==> src/rtl/uart_frame_pkg.sv <==
// Shared constants and state encodings for the UART frame receiver.
// Oversampling ratio, sampling point and the two FSM encodings live here.
package uart_frame_pkg;

  localparam logic [7:0]  HDR_BYTE_DEFAULT      = 8'h5A;
  localparam int unsigned PAYLOAD_BYTES_DEFAULT = 20;

  localparam int unsigned OVERSAMPLE = 16;
  localparam int unsigned MID_TICK   = 7;
  localparam int unsigned TICK_W     = $clog2(OVERSAMPLE);

  typedef enum logic [1:0] {
    BitIdle  = 2'd0,
    BitStart = 2'd1,
    BitData  = 2'd2,
    BitStop  = 2'd3
  } bit_state_e;

  typedef enum logic [1:0] {
    FrmHunt0   = 2'd0,
    FrmHunt1   = 2'd1,
    FrmPayload = 2'd2
  } frame_state_e;

endpackage

==> src/rtl/uart_byte_receive.sv <==
// 8N1 byte deserialiser: input synchroniser, edge detect and bit FSM.
// All counting advances only on the 16x oversampling enable.
module uart_byte_receive
  import uart_frame_pkg::*;
(
  input  logic       clk_50m,
  input  logic       rst_n,
  input  logic       clken_16bps,
  input  logic       uart_rxd,
  output logic [7:0] byte_data,
  output logic       byte_valid,
  output logic       byte_err
);

  // START samples on the 7th tick after the detected edge, then every 16 ticks.
  localparam logic [TICK_W-1:0] START_LAST = TICK_W'(MID_TICK - 1);
  localparam logic [TICK_W-1:0] BIT_LAST   = TICK_W'(OVERSAMPLE - 1);

  logic rxd_meta_q, rxd_sync_q, rxd_prev_q;
  logic fall;

  bit_state_e        state_q, state_d;
  logic [TICK_W-1:0] tick_q, tick_d;
  logic [2:0]        bit_idx_q, bit_idx_d;
  logic [7:0]        shift_q, shift_d;
  logic              err_hold_q, err_hold_d;
  logic              byte_valid_q, byte_valid_d;
  logic              byte_err_q, byte_err_d;

  always_ff @(posedge clk_50m or negedge rst_n) begin
    if (!rst_n) begin
      rxd_meta_q <= 1'b1;
      rxd_sync_q <= 1'b1;
      rxd_prev_q <= 1'b1;
    end else begin
      rxd_meta_q <= uart_rxd;
      rxd_sync_q <= rxd_meta_q;
      if (clken_16bps) begin
        rxd_prev_q <= rxd_sync_q;
      end
    end
  end

  assign fall = rxd_prev_q & ~rxd_sync_q;

  always_ff @(posedge clk_50m or negedge rst_n) begin
    if (!rst_n) begin
      state_q      <= BitIdle;
      tick_q       <= '0;
      bit_idx_q    <= '0;
      shift_q      <= '0;
      err_hold_q   <= 1'b0;
      byte_valid_q <= 1'b0;
      byte_err_q   <= 1'b0;
    end else begin
      state_q      <= state_d;
      tick_q       <= tick_d;
      bit_idx_q    <= bit_idx_d;
      shift_q      <= shift_d;
      err_hold_q   <= err_hold_d;
      byte_valid_q <= byte_valid_d;
      byte_err_q   <= byte_err_d;
    end
  end

  always_comb begin
    state_d      = state_q;
    tick_d       = tick_q;
    bit_idx_d    = bit_idx_q;
    shift_d      = shift_q;
    err_hold_d   = err_hold_q;
    byte_valid_d = 1'b0;
    byte_err_d   = 1'b0;
    if (clken_16bps) begin
      unique case (state_q)
        BitIdle: begin
          if (fall) begin
            state_d = BitStart;
            tick_d  = '0;
          end
        end
        BitStart: begin
          tick_d = tick_q + 1'b1;
          if (tick_q == START_LAST) begin
            tick_d = '0;
            if (!rxd_sync_q) begin
              state_d   = BitData;
              bit_idx_d = '0;
            end else begin
              state_d = BitIdle;
            end
          end
        end
        BitData: begin
          tick_d = tick_q + 1'b1;
          if (tick_q == BIT_LAST) begin
            shift_d   = {rxd_sync_q, shift_q[7:1]};
            bit_idx_d = bit_idx_q + 3'd1;
            if (bit_idx_q == 3'd7) begin
              state_d = BitStop;
            end
          end
        end
        BitStop: begin
          tick_d = tick_q + 1'b1;
          // After a framing error, wait for a high line so a held-low break
          // cannot be mistaken for a new start bit.
          if (err_hold_q) begin
            if (rxd_sync_q) begin
              state_d    = BitIdle;
              err_hold_d = 1'b0;
            end
          end else if (tick_q == BIT_LAST) begin
            if (rxd_sync_q) begin
              byte_valid_d = 1'b1;
              state_d      = BitIdle;
            end else begin
              byte_err_d = 1'b1;
              err_hold_d = 1'b1;
            end
          end
        end
        default: state_d = BitIdle;
      endcase
    end
  end

  assign byte_data  = shift_q;
  assign byte_valid = byte_valid_q;
  assign byte_err   = byte_err_q;

endmodule

==> src/rtl/uart_frame_receiver.sv <==
// UART frame receiver: hunts for a two-byte header, then assembles a fixed
// number of payload bytes into one wide word delivered with a valid pulse.
module uart_frame_receiver
  import uart_frame_pkg::*;
#(
  parameter logic [7:0]  HDR_BYTE      = HDR_BYTE_DEFAULT,
  parameter int unsigned PAYLOAD_BYTES = PAYLOAD_BYTES_DEFAULT
) (
  input  logic                       clk_50m,
  input  logic                       rst_n,
  input  logic                       clken_16bps,
  input  logic                       uart_rxd,
  output logic [8*PAYLOAD_BYTES-1:0] frame_data,
  output logic                       frame_valid,
  output logic                       byte_err,
  output logic                       frame_abort
);

  localparam int unsigned FRAME_W = 8 * PAYLOAD_BYTES;
  localparam int unsigned CNT_W   = $clog2(PAYLOAD_BYTES + 1);
  localparam logic [CNT_W-1:0] LAST_IDX = CNT_W'(PAYLOAD_BYTES - 1);

  logic [7:0] rx_byte;
  logic       rx_valid;
  logic       rx_err;

  frame_state_e       state_q, state_d;
  logic [CNT_W-1:0]   cnt_q, cnt_d;
  logic [FRAME_W-1:0] shift_q, shift_d;
  logic [FRAME_W-1:0] frame_data_q, frame_data_d;
  logic               frame_valid_q, frame_valid_d;
  logic               frame_abort_q, frame_abort_d;

  uart_byte_receive u_byte (
    .clk_50m     (clk_50m),
    .rst_n       (rst_n),
    .clken_16bps (clken_16bps),
    .uart_rxd    (uart_rxd),
    .byte_data   (rx_byte),
    .byte_valid  (rx_valid),
    .byte_err    (rx_err)
  );

  always_ff @(posedge clk_50m or negedge rst_n) begin
    if (!rst_n) begin
      state_q       <= FrmHunt0;
      cnt_q         <= '0;
      shift_q       <= '0;
      frame_data_q  <= '0;
      frame_valid_q <= 1'b0;
      frame_abort_q <= 1'b0;
    end else begin
      state_q       <= state_d;
      cnt_q         <= cnt_d;
      shift_q       <= shift_d;
      frame_data_q  <= frame_data_d;
      frame_valid_q <= frame_valid_d;
      frame_abort_q <= frame_abort_d;
    end
  end

  always_comb begin
    state_d       = state_q;
    cnt_d         = cnt_q;
    shift_d       = shift_q;
    frame_data_d  = frame_data_q;
    frame_valid_d = 1'b0;
    frame_abort_d = 1'b0;
    if (rx_err) begin
      // Partial payload is dropped; frame_data keeps the last good frame.
      if (state_q == FrmPayload) begin
        frame_abort_d = 1'b1;
      end
      state_d = FrmHunt0;
    end else if (rx_valid) begin
      unique case (state_q)
        FrmHunt0: begin
          if (rx_byte == HDR_BYTE) begin
            state_d = FrmHunt1;
          end
        end
        FrmHunt1: begin
          if (rx_byte == HDR_BYTE) begin
            state_d = FrmPayload;
            cnt_d   = '0;
          end else begin
            state_d = FrmHunt0;
          end
        end
        FrmPayload: begin
          shift_d = {shift_q[FRAME_W-9:0], rx_byte};
          cnt_d   = cnt_q + 1'b1;
          if (cnt_q == LAST_IDX) begin
            frame_data_d  = shift_d;
            frame_valid_d = 1'b1;
            state_d       = FrmHunt0;
          end
        end
        default: state_d = FrmHunt0;
      endcase
    end
  end

  assign frame_data  = frame_data_q;
  assign frame_valid = frame_valid_q;
  assign frame_abort = frame_abort_q;
  assign byte_err    = rx_err;

endmodule

==> config.mk <==
export PLATFORM = sky130hd
export DESIGN_NAME = uart_frame_receiver
export DESIGN_NICKNAME = d
export VERILOG_FILES = /design/src/rtl/uart_frame_pkg.sv /design/src/rtl/uart_byte_receive.sv /design/src/rtl/uart_frame_receiver.sv
export SDC_FILE = /design/constraint.sdc
export NUM_CORES = 1
export LEC_CHECK = 0
export BUFFER_PORTS_ARGS = -buffer_cell sky130_fd_sc_hd__clkbuf_2
export CAP_MARGIN = 15
export CORE_MARGIN = 3
export CORE_UTILIZATION = 57
export DETAILED_ROUTE_END_ITERATION = 6
export GPL_TIMING_DRIVEN = 0
export PLACE_DENSITY = 0.84
export SLEW_MARGIN = 10
export SYNTH_ARGS = -nofsm -noshare
export SYNTH_HDL_FRONTEND = slang
export SYNTH_SLANG_ARGS = --single-unit
==> constraint.sdc <==
create_clock -name clk_50m -period 2.4 [get_ports clk_50m]
set_input_delay 0.48 -clock clk_50m [delete_from_list [all_inputs] [get_ports clk_50m]]
set_output_delay 0.48 -clock clk_50m [all_outputs]
set_load 0.02 [all_outputs]
==> results of run 1 <==
cell families (layout without fill, tap and decap cells):
group | Yosys count | in the layout | share of synthesized area
flops | 344 | 344 | 0.6582
mux | 322 | 322 | 0.2771
simple gates | 47 | 47 | 0.02008
buf+inv | 46 | 277 | 0.02056
compound gates | 30 | 30 | 0.01635
fa+ha+maj | 8 | 8 | 0.007651
per-stage QoR:
| step | power, mW | hold WS, ns | std cells | util | area, µm² |
|---|---|---|---|---|---|
| detailed placement | 6.380 | 0.3487 | 1246 | 0.6478 | 14360 |
| CTS | 11.78 | 0.05100 | 1308 | 0.7001 | 15520 |
| finish | 11.64 | 0.06798 | 1308 | 0.7001 | 15520 |
| global route | 12.09 | 0.04536 | 1308 | 0.7001 | 15520 |
| floorplan | 6.188 | 0.1844 | 797 | - | 13080 |
| global placement | 6.342 | 0.3459 | 1243 | 0.6437 | 14260 |
metal layers:
layer / share of wire / track usage / up-vias
met5: 0 / 0 / -
met4: 0.019 / 0.04917 / 0
met3: 0.059 / 0.05334 / 38
met2: 0.50 / 0.3475 / 166
met1: 0.42 / 0.2716 / 3678
li1: - / - / 3256
cell type report:
type                            instances  area share
Clock buffer                           50     0.06540
Sequential cell                       344      0.5550
Multi-Input combinational cell        407      0.2712
Timing Repair Buffer                  169     0.05943
Buffer                                 36     0.01500
Clock inverter                         12    0.008951
Inverter                               10    0.002419
Tap cell                              280     0.02258
state kept, by name, indices dropped and copies added (netlist names), named ones only:
name,flops
u_byte.tick_q,4
u_byte.byte_data,8
u_byte.byte_valid,1
u_byte.byte_err,1
u_byte.rxd_sync_q,1
cnt_q,5
frame_data,160
shift_q,152
u_byte.err_hold_q,1
frame_abort,1
state_q,2
u_byte.rxd_meta_q,1
u_byte.rxd_prev_q,1
frame_valid,1
u_byte.state_q,1
u_byte.bit_idx_q,3
layout by cell type, fill, tap and decap left out, types with 5 or more instances in the layout:
master and n:
clkbuf_2 166, ha_1 8, buf_6 9, inv_1 10, nand2_1 10, nor2_1 10
clkinv_2 8, buf_2 20, o21ai_0 10, dfrtp_1 341, nand3_1 7, clkbuf_8 5
mux2_2 322, clkbuf_16 37, clkbuf_1 14
repair_timing:
item                                    CTS  global route
gates resized for setup                   2             0
hold endpoints to repair                  0             0
endpoints found under the setup margin   80             0
synthesized netlist by cell type (all sizes together):
| master | instances |
|---|---|
| a221oi | 1 |
| nor2 | 10 |
| o2111ai | 1 |
| buf | 30 |
| a21oi | 2 |
| clkbuf | 6 |
| nand2 | 10 |
| nand3b | 2 |
| a31o | 1 |
| dfrtp | 341 |
| or3 | 1 |
| o31ai | 3 |
| and2 | 2 |
| nand4 | 2 |
| a41oi | 1 |
| dfstp | 3 |
| inv | 10 |
| o311a | 1 |
| a31oi | 2 |
| mux2 | 322 |
| a211o | 1 |
| ha | 8 |
| a21boi | 1 |
| nand3 | 8 |
| and4bb | 3 |
| or4 | 1 |
| o211ai | 1 |
| o221a | 1 |
| nor3 | 2 |
| a22o | 2 |
| or2 | 1 |
| o2bb2ai | 1 |
| o31a | 1 |
| nor2b | 3 |
| o21ai | 10 |
| nor3b | 2 |
worst reg2reg max path, stage by stage, from the launching register on:
cell,delay [ns]
dfrtp_1,0.39
inv_1,0.08
ha_1,0.19
buf_2,0.17
nand3_2,0.22
clkbuf_2,0.30
buf_2,0.33
mux2_2,0.39
where the power goes:
| part | internal [mW] | leakage (nW) | switching [mW] |
|---|---|---|---|
| Sequential | 5.88 | 4.78 | 0.0848 |
| Combinational | 0.114 | 3.09 | 0.190 |
| Clock | 3.27 | 0.573 | 2.11 |
| Total | 9.26 | 8.44 | 2.38 |
final timing paths:
| check | start | endpoint | slack (ns) | depth (start not counted) |
|---|---|---|---|---|
| min in group clk_50m | uart_rxd | u_byte.rxd_meta_q | 0.07 | 1 |
| min | rst_n | frame_data[120] | 0.07 | 1 |
| max reg2reg | state_q[0] | shift_q[17] | 0.22 | 7 |
| min reg2reg | u_byte.rxd_meta_q | u_byte.rxd_sync_q | 0.36 | 0 |
| max in group asynchronous | rst_n | shift_q[11] | 0.97 | 3 |
| max | state_q[0] | shift_q[17] | 0.22 | 7 |
==> results.sh, run 1 <==
export IMPL_cts_hold_buf=0
export IMPL_coreArea_um2=22160
export IMPL_fin_tns_setup_ns=0
export IMPL_worstPathBufferInverterCount=4
export IMPL_crit_family="buffers and inverters"
export IMPL_multiInputGateArea_um2=4208
export IMPL_fin_ws_ns=0.2218
export IMPL_rsz0062_at_grt="false"
export IMPL_vias_per_cell=5.457
export IMPL_wl_per_cell_um=18.96
export IMPL_finClkSkew_ns=0.009862
export IMPL_first_pass_iters=4
export IMPL_fin_crit_sh=0.9076
export IMPL_critical_path_required_ns=2.77
export IMPL_die_h_um=157.5
export IMPL_yosysWarnings=0
export IMPL_maxCapViolCount=0
export IMPL_worstSkewPairLatency_ns=0.49
export IMPL_yosysSeqAreaShare=0.6582
export IMPL_crit_chain="inv_1 -> ha_1 -> buf_2 -> nand3_2 -> clkbuf_2 -> buf_2 -> mux2_2"
export IMPL_grt_pass1_vias=7694
export IMPL_grt_max_degree=107
export IMPL_total_leakage_power_nw=8.440
export IMPL_yosys_area_top_type="dfrtp_1"
export IMPL_status="finished clean"
export IMPL_routed_wl_um=24800
export IMPL_antenna_cells=0
export IMPL_hpwl_um=17120
export IMPL_cts_setup_buffers=0
export IMPL_worst_pin_slew_ns=0.7358
export IMPL_drive_gt1_frac=0.5710
export IMPL_layout_nets=1016
export IMPL_synthCells=797
export IMPL_ff_latch_area_um2=8612
export IMPL_grt_pass1_wl_um=40850
export IMPL_cts_root_buf="clkbuf_16"
export IMPL_place_ws_ns=-0.1329
export IMPL_io_pins=167
export IMPL_ant_nets=0
export IMPL_gr_total_overflow=0
export IMPL_final_setup_viol_count=0
export IMPL_drv_slew=0
export IMPL_synth_area_per_cell_um2=16.42
export IMPL_port_buffers=166
export IMPL_syn_nets=809
export IMPL_cts_clk_slew_worst_paths_ns=0.06
export IMPL_synth_area_um2=13080
export IMPL_path_class="reg -> reg"
export IMPL_path_max_fanout=10
export IMPL_hold_viol=0
export IMPL_area_delta_synth_final_pct=18.59
export IMPL_synth_top_area_frac=0.6522
export IMPL_critical_path_max_stage_delay_ns=0.39
export IMPL_cts_sink_count=344
export IMPL_ys_seq_elements=344
export IMPL_vias=7138
export IMPL_die_width_um=157.5
export IMPL_ir_worst_vdd_mv=0.7193
export IMPL_synth_area_leaders="dfrtp_1, mux2_2, buf_6"
export IMPL_clockBufferDepth=3
export IMPL_period_minus_slack_ns=2.178
export IMPL_cts_tree="yes"
export IMPL_htreeDepth=2
export IMPL_p_per_area_nw_per_um2=750.5
export IMPL_num_rows=54
export IMPL_min_path_type="in -> async"
export IMPL_end_kind="flip-flop"
export IMPL_drt_initial_drc_count=271
export IMPL_remaining_drc_errors=0
export IMPL_gp_congestion=0.8150
export IMPL_cpMostUsedCell="buf_2"
export IMPL_track_usage=0.2061
export IMPL_fillers=1522
export IMPL_antenna_found_initial=0
export IMPL_worstSetupStartpointType="flip-flop"
export IMPL_worst_ep_arrival_time_ns=2.55
export IMPL_start_util=0.5904
export IMPL_synthDistinctLibCells=39
export IMPL_cts_made_buffers=36
export IMPL_slew_headroom=0.5095
export IMPL_max_freq_ghz=0.4591
export IMPL_fp_dieArea_um2=24810
export IMPL_cp_slowest_cell="dfrtp_1"
No activity file was read; power rests on OpenSTA's default activity.
==> inputs of run 2 (changes only) <==
--- a/config.mk
+++ b/config.mk
@@ -6,11 +6,12 @@
 export NUM_CORES = 1
 export LEC_CHECK = 0
 export BUFFER_PORTS_ARGS = -buffer_cell sky130_fd_sc_hd__clkbuf_2
-export CAP_MARGIN = 15
+export CAP_MARGIN = 10
 export CORE_MARGIN = 3
 export CORE_UTILIZATION = 57
 export DETAILED_ROUTE_END_ITERATION = 6
 export GPL_TIMING_DRIVEN = 0
+export HOLD_SLACK_MARGIN = 0.08
 export PLACE_DENSITY = 0.84
 export SLEW_MARGIN = 10
 export SYNTH_ARGS = -nofsm -noshare
==> run 2 against run 1 <==
Compared with the run above: die area stayed put; fmax hardly changed; clock skew hardly changed; largest power group unchanged; clock power hardly changed; power hardly changed; highest routed layer unchanged; cell area hardly changed; largest cell class unchanged.
==> results.sh, run 2 (synthesized netlist as in run 1, its figures left out) <==
export IMPL_area_delta_synth_final_pct=18.67
export IMPL_gp_congestion=0.8150
export IMPL_mostFrequentLayoutCell="dfrtp_1"
export IMPL_grt_pass1_vias=7706
export IMPL_clockBufferDepth=3
export IMPL_mostFrequentLayoutCells="dfrtp_1, mux2_2, clkbuf_2, clkbuf_16, buf_2"
export IMPL_fin_util=0.7006
export IMPL_vias_per_cell=5.458
export IMPL_critical_path_max_stage_delay_ns=0.39
export IMPL_worstSkewPairLatency_ns=0.49
export IMPL_grt_pass1_wl_um=40880
export IMPL_fp_dieArea_um2=24810
export IMPL_hpwl_um=17120
export IMPL_fin_ws_ns=0.2225
export IMPL_port_buffers=166
export IMPL_worst_pin_slew_ns=0.7372
export IMPL_remaining_drc_errors=0
export IMPL_cts_setup_buffers=0
export IMPL_first_pass_iters=4
export IMPL_fin_crit_sh=0.9073
export IMPL_r2r_start="state_q[0]"
export IMPL_die_width_um=157.5
export IMPL_crit_chain="inv_1 -> ha_1 -> buf_2 -> nand3_2 -> clkbuf_2 -> buf_2 -> mux2_2"
export IMPL_cts_clk_slew_worst_paths_ns=0.06
export IMPL_worstPathBufferInverterCount=4
export IMPL_path_class="reg -> reg"
export IMPL_period_minus_slack_ns=2.178
export IMPL_critical_path_required_ns=2.77
export IMPL_drv_slew=0
export IMPL_slew_headroom=0.5085
export IMPL_layout_nets=1017
export IMPL_cts_made_buffers=36
export IMPL_status="finished clean"
export IMPL_antenna_cells=0
export IMPL_cts_root_buf="clkbuf_16"
export IMPL_end_kind="flip-flop"
export IMPL_rsz0062_at_grt="false"
export IMPL_wl_per_cell_um=18.96
export IMPL_cp_num_cells=7
export IMPL_routed_wl_um=24810
export IMPL_vias=7145
export IMPL_cts_tree="yes"
export IMPL_ir_worst_vdd_mv=0.7192
export IMPL_place_ws_ns=-0.1329
export IMPL_io_pins=167
export IMPL_drt_initial_drc_count=304
export IMPL_worst_ep_arrival_time_ns=2.55
export IMPL_min_path_type="in -> async"
export IMPL_fin_tns_setup_ns=0
export IMPL_p_per_area_nw_per_um2=750.1
export IMPL_htreeDepth=2
export IMPL_timing_rr_end="shift_q[17]"
export IMPL_gr_total_overflow=0
export IMPL_ant_nets=0
export IMPL_worstSetupStartpointType="flip-flop"
export IMPL_cp_slowest_cell="dfrtp_1"
export IMPL_max_freq_ghz=0.4592
export IMPL_drive_gt1_frac=0.5705
export IMPL_path_max_fanout=10
export IMPL_num_rows=54
export IMPL_maxCapViolCount=0
export IMPL_final_setup_viol_count=0
export IMPL_largest_reg_flops=160
export IMPL_grt_max_degree=107
export IMPL_die_h_um=157.5
export IMPL_crit_family="buffers and inverters"
export IMPL_cpMostUsedCell="buf_2"
export IMPL_track_usage=0.2062
export IMPL_r2r_setup_slack_ns=0.22
export IMPL_cts_sink_count=344
export IMPL_antenna_found_initial=0
export IMPL_total_leakage_power_nw=8.444
export IMPL_r2r_worst_path_cells=7
export IMPL_start_util=0.5904
export IMPL_hold_viol=0
export IMPL_finClkSkew_ns=0.009818
export IMPL_coreArea_um2=22160
-- run 2: worst max path at each step --
stage | startpoint | end | slack [ns]
final | state_q[0] | shift_q[17] | 0.22
after global routing | state_q[0] | shift_q[17] | 0.08
after CTS | state_q[0] | shift_q[17] | 0.19
after detailed placement | state_q[0] | shift_q[17] | -0.13
after global placement | rst_n | frame_data[37] | -6.35
after floorplan | state_q[0] | shift_q[0] | 0.51
-- run 2: layer usage --
layer,vias up,track usage,share of wire
met5,-,0,0
met4,0,0.04917,0.019
met3,37,0.05334,0.061
met2,169,0.3479,0.50
met1,3682,0.2716,0.42
li1,3257,-,-
-- run 2: area by class of cell --
cell class | instances | area (µm²)
Fill cell | 1521 | 6635
Timing Repair Buffer | 170 | 932.1
Clock inverter | 12 | 138.9
Multi-Input combinational cell | 407 | 4208
Inverter | 10 | 37.54
Tap cell | 280 | 350.3
Clock buffer | 50 | 1015
Buffer | 36 | 232.7
Sequential cell | 344 | 8612
-- run 2: power by group --
| part | switching, mW | total (mW) | internal [mW] | leakage, nW |
|---|---|---|---|---|
| clock | 2.11 | 5.38 | 3.27 | 0.573 |
| combinational | 0.190 | 0.305 | 0.115 | 3.09 |
| sequential | 0.0852 | 5.96 | 5.88 | 4.78 |
-- run 2: stage by stage --
step | hold WS (ns) | cells | area [µm²] | power, mW
global route | 0.1016 | 1309 | 15530 | 12.09
CTS | 0.08385 | 1309 | 15530 | 11.78
floorplan | 0.1844 | 797 | 13080 | 6.188
global placement | 0.3459 | 1243 | 14260 | 6.342
detailed placement | 0.3487 | 1246 | 14360 | 6.380
finish | 0.06873 | 1309 | 15530 | 11.65
-- run 2: repair_timing --
action                                  4_1_cts  5_1_grt
gates resized for setup                       2        0
endpoints found under the setup margin       80        0
hold buffers                                  1        0
hold endpoints to repair                      1        0
==> inputs of run 3 (changes only) <==
--- a/config.mk
+++ b/config.mk
@@ -8,12 +8,13 @@
 export BUFFER_PORTS_ARGS = -buffer_cell sky130_fd_sc_hd__clkbuf_2
 export CAP_MARGIN = 10
 export CORE_MARGIN = 3
-export CORE_UTILIZATION = 57
+export CORE_UTILIZATION = 58
 export DETAILED_ROUTE_END_ITERATION = 6
 export GPL_TIMING_DRIVEN = 0
 export HOLD_SLACK_MARGIN = 0.08
-export PLACE_DENSITY = 0.84
+export PLACE_DENSITY = 0.85
 export SLEW_MARGIN = 10
 export SYNTH_ARGS = -nofsm -noshare
 export SYNTH_HDL_FRONTEND = slang
+export SYNTH_HIERARCHICAL = 1
 export SYNTH_SLANG_ARGS = --single-unit
==> run 3 against run 2 <==
Compared with the run above: fmax about the same; sequential share of layout area fell by 1.9 points; hold slack gained 0.23 ns; sequential power is essentially flat; flip-flop and latch count did not move; highest routed layer unchanged.
==> results.sh, run 3 <==
export IMPL_first_pass_iters=4
export IMPL_place_ws_ns=0.2167
export IMPL_max_freq_ghz=0.4596
export IMPL_fp_dieArea_um2=25210
export IMPL_critical_path_required_ns=2.78
export IMPL_final_setup_viol_count=0
export IMPL_largest_reg_flops=160
export IMPL_drv_slew=0
export IMPL_remaining_drc_errors=0
export IMPL_cp_slowest_cell="mux2_2"
export IMPL_maxCapViolCount=0
export IMPL_gr_total_overflow=0
export IMPL_worst_ep_arrival_time_ns=2.56
export IMPL_period_minus_slack_ns=2.176
export IMPL_start_util=0.5942
export IMPL_syn_nets=811
export IMPL_grt_pass1_wl_um=43130
export IMPL_post_cts_resized=0
export IMPL_synth_area_um2=13540
export IMPL_fin_crit_sh=0.9066
export IMPL_r2r_setup_slack_ns=0.22
export IMPL_yosysSeqAreaShare=0.6363
export IMPL_area_delta_synth_final_pct=18.78
export IMPL_coreArea_um2=22780
export IMPL_cts_made_buffers=36
export IMPL_io_pins=167
export IMPL_track_usage=0.2094
export IMPL_finClkSkew_ns=0.01613
export IMPL_synthCells=799
export IMPL_worst_pin_slew_ns=0.6343
export IMPL_cts_root_buf="clkbuf_16"
export IMPL_slew_headroom=0.5733
export IMPL_synth_area_leaders="dfrtp_1, mux2_2, mux2_4"
export IMPL_whs_ns=0.3027
export IMPL_vias=7164
export IMPL_yosysWarnings=6
export IMPL_total_power_mw=12.02
export IMPL_ys_seq_elements=344
export IMPL_mostFrequentLayoutCells="dfrtp_1, mux2_2, clkbuf_2, mux2_4, clkbuf_16"
export IMPL_antenna_found_initial=0
export IMPL_antenna_cells=0
export IMPL_routed_wl_um=25800
export IMPL_synth_edf_count=0
export IMPL_hpwl_um=17090
export IMPL_worstSetupStartpointType="flip-flop"
export IMPL_crit_chain="inv_1 -> ha_1 -> buf_2 -> nand2_1 -> buf_2 -> buf_2 -> mux2_2"
export IMPL_critical_path_max_stage_delay_ns=0.39
export IMPL_layout_nets=1019
export IMPL_die_width_um=158.8
export IMPL_mostFrequentLayoutCell="dfrtp_1"
export IMPL_grt_pass1_vias=7786
export IMPL_wl_per_cell_um=19.25
export IMPL_drt_initial_drc_count=293
export IMPL_end_kind="flip-flop"
export IMPL_timing_rr_end="shift_q[113]"
export IMPL_num_rows=55
export IMPL_clockBufferDepth=3
export IMPL_ant_nets=0
export IMPL_worstSkewPairLatency_ns=0.50
export IMPL_synthFlopType="dfrtp_1"
export IMPL_gp_congestion=0.7925
export IMPL_cts_setup_buffers=0
export IMPL_path_max_fanout=10
export IMPL_die_h_um=158.8
export IMPL_htreeDepth=2
export IMPL_yosys_area_top_type="dfrtp_1"
export IMPL_status="finished clean"
export IMPL_vias_per_cell=5.346
export IMPL_synth_area_per_cell_um2=16.94
export IMPL_r2r_start="state_q[0]"
export IMPL_p_per_area_nw_per_um2=747.4
export IMPL_yosys_cell_count_top_type="dfrtp_1"
export IMPL_fin_ws_ns=0.2241
export IMPL_grt_max_degree=108
export IMPL_fin_util=0.7059
export IMPL_path_class="reg -> reg"
export IMPL_drive_gt1_frac=0.5823
export IMPL_cts_clk_slew_worst_paths_ns=0.06
export IMPL_cts_sink_count=344
export IMPL_cpMostUsedCell="buf_2"
export IMPL_min_path_type="in -> reg"
export IMPL_r2r_worst_path_cells=7
export IMPL_hold_viol=0
export IMPL_synthDistinctLibCells=46
export IMPL_cp_startpoint="state_q[0]"
export IMPL_port_buffers=165
export IMPL_cts_tree="yes"
export IMPL_rsz0062_at_grt="false"
export IMPL_ir_worst_vdd_mv=0.5495
export IMPL_crit_end="shift_q[113]"
export IMPL_total_leakage_power_nw=8.802
export IMPL_ys_async_sr_fraction=1.000
export IMPL_synth_top_area_frac=0.6304
export IMPL_synth_common_cells="dfrtp_1, mux2_2, mux2_4"
## run 3: cell count changes after synthesis, sizes merged, moves of 3 or more
cell    change
nor2        -7
nand2b      +4
buf         +8
clkbuf      -6
nand2       +3
## run 3: layout make-up
class                   instances  area (µm²)
multi-input cells             407        4612
flip-flops and latches        344        8612
repair buffers                170       937.1
clock buffers                  47        1023
plain buffers                  38       274.0
inverters                      10       37.54
clock inverters                11       190.2
well taps                     313       391.6
fillers                      1462        6700
## run 3: logic make-up (layout without fill, tap and decap cells)
family,Yosys count,count (layout),share of synthesized area
flops,344,344,0.6363
mux,322,322,0.2928
buf+inv,48,276,0.02302
simple gates,47,47,0.02339
compound gates,30,30,0.01710
fa+ha+maj,8,8,0.007395
## run 3: layer usage
layer,GRT usage,share of wire,up-vias
li1,-,-,3262
met1,0.2873,0.44,3712
met2,0.3481,0.49,154
met4,0.05173,0.019,0
met3,0.04279,0.044,36
met5,0,0,-
## run 3: worst min-delay path by stage
stage / cells past startpoint / slack (ns) / end / startpoint
after floorplan: 0 / 0.18 / cnt_q[0] / rst_n
after global placement: 0 / 0.35 / u_byte/rxd_sync_q / u_byte/rxd_meta_q
after detailed placement: 0 / 0.35 / u_byte/rxd_sync_q / u_byte/rxd_meta_q
after CTS: 2 / 0.28 / u_byte/err_hold_q / clken_16bps
after global routing: 2 / 0.30 / u_byte/err_hold_q / clken_16bps
final: 2 / 0.30 / u_byte/err_hold_q / clken_16bps
## run 3: repair_timing
item	CTS	global route
hold endpoints to repair	65	0
hold buffers	2	0
setup endpoints to repair	0	0
## run 3: through the flow
step                cells   TNS, ns  cell area [µm²]
finish               1340         0            16080
global route         1340         0            16080
CTS                  1340         0            16080
detailed placement   1280         0            14840
global placement     1277  -2155.76            14750
floorplan             799         0            13540
## run 3: power breakdown
group / leakage, nW / total, mW / switching (mW) / internal, mW
combinational: 3.43 / 0.379 / 0.225 / 0.154
clock: 0.595 / 5.69 / 2.16 / 3.53
sequential: 4.78 / 5.95 / 0.0817 / 5.87
## run 3: critical path, delay by kind of cell, from the launching register on
kind	cells	cell delay (ns)
buffers and inverters	4	0.85
muxes	1	0.39
DFF	1	0.38
and+or+nand+nor	1	0.26
adders and majority gates	1	0.19
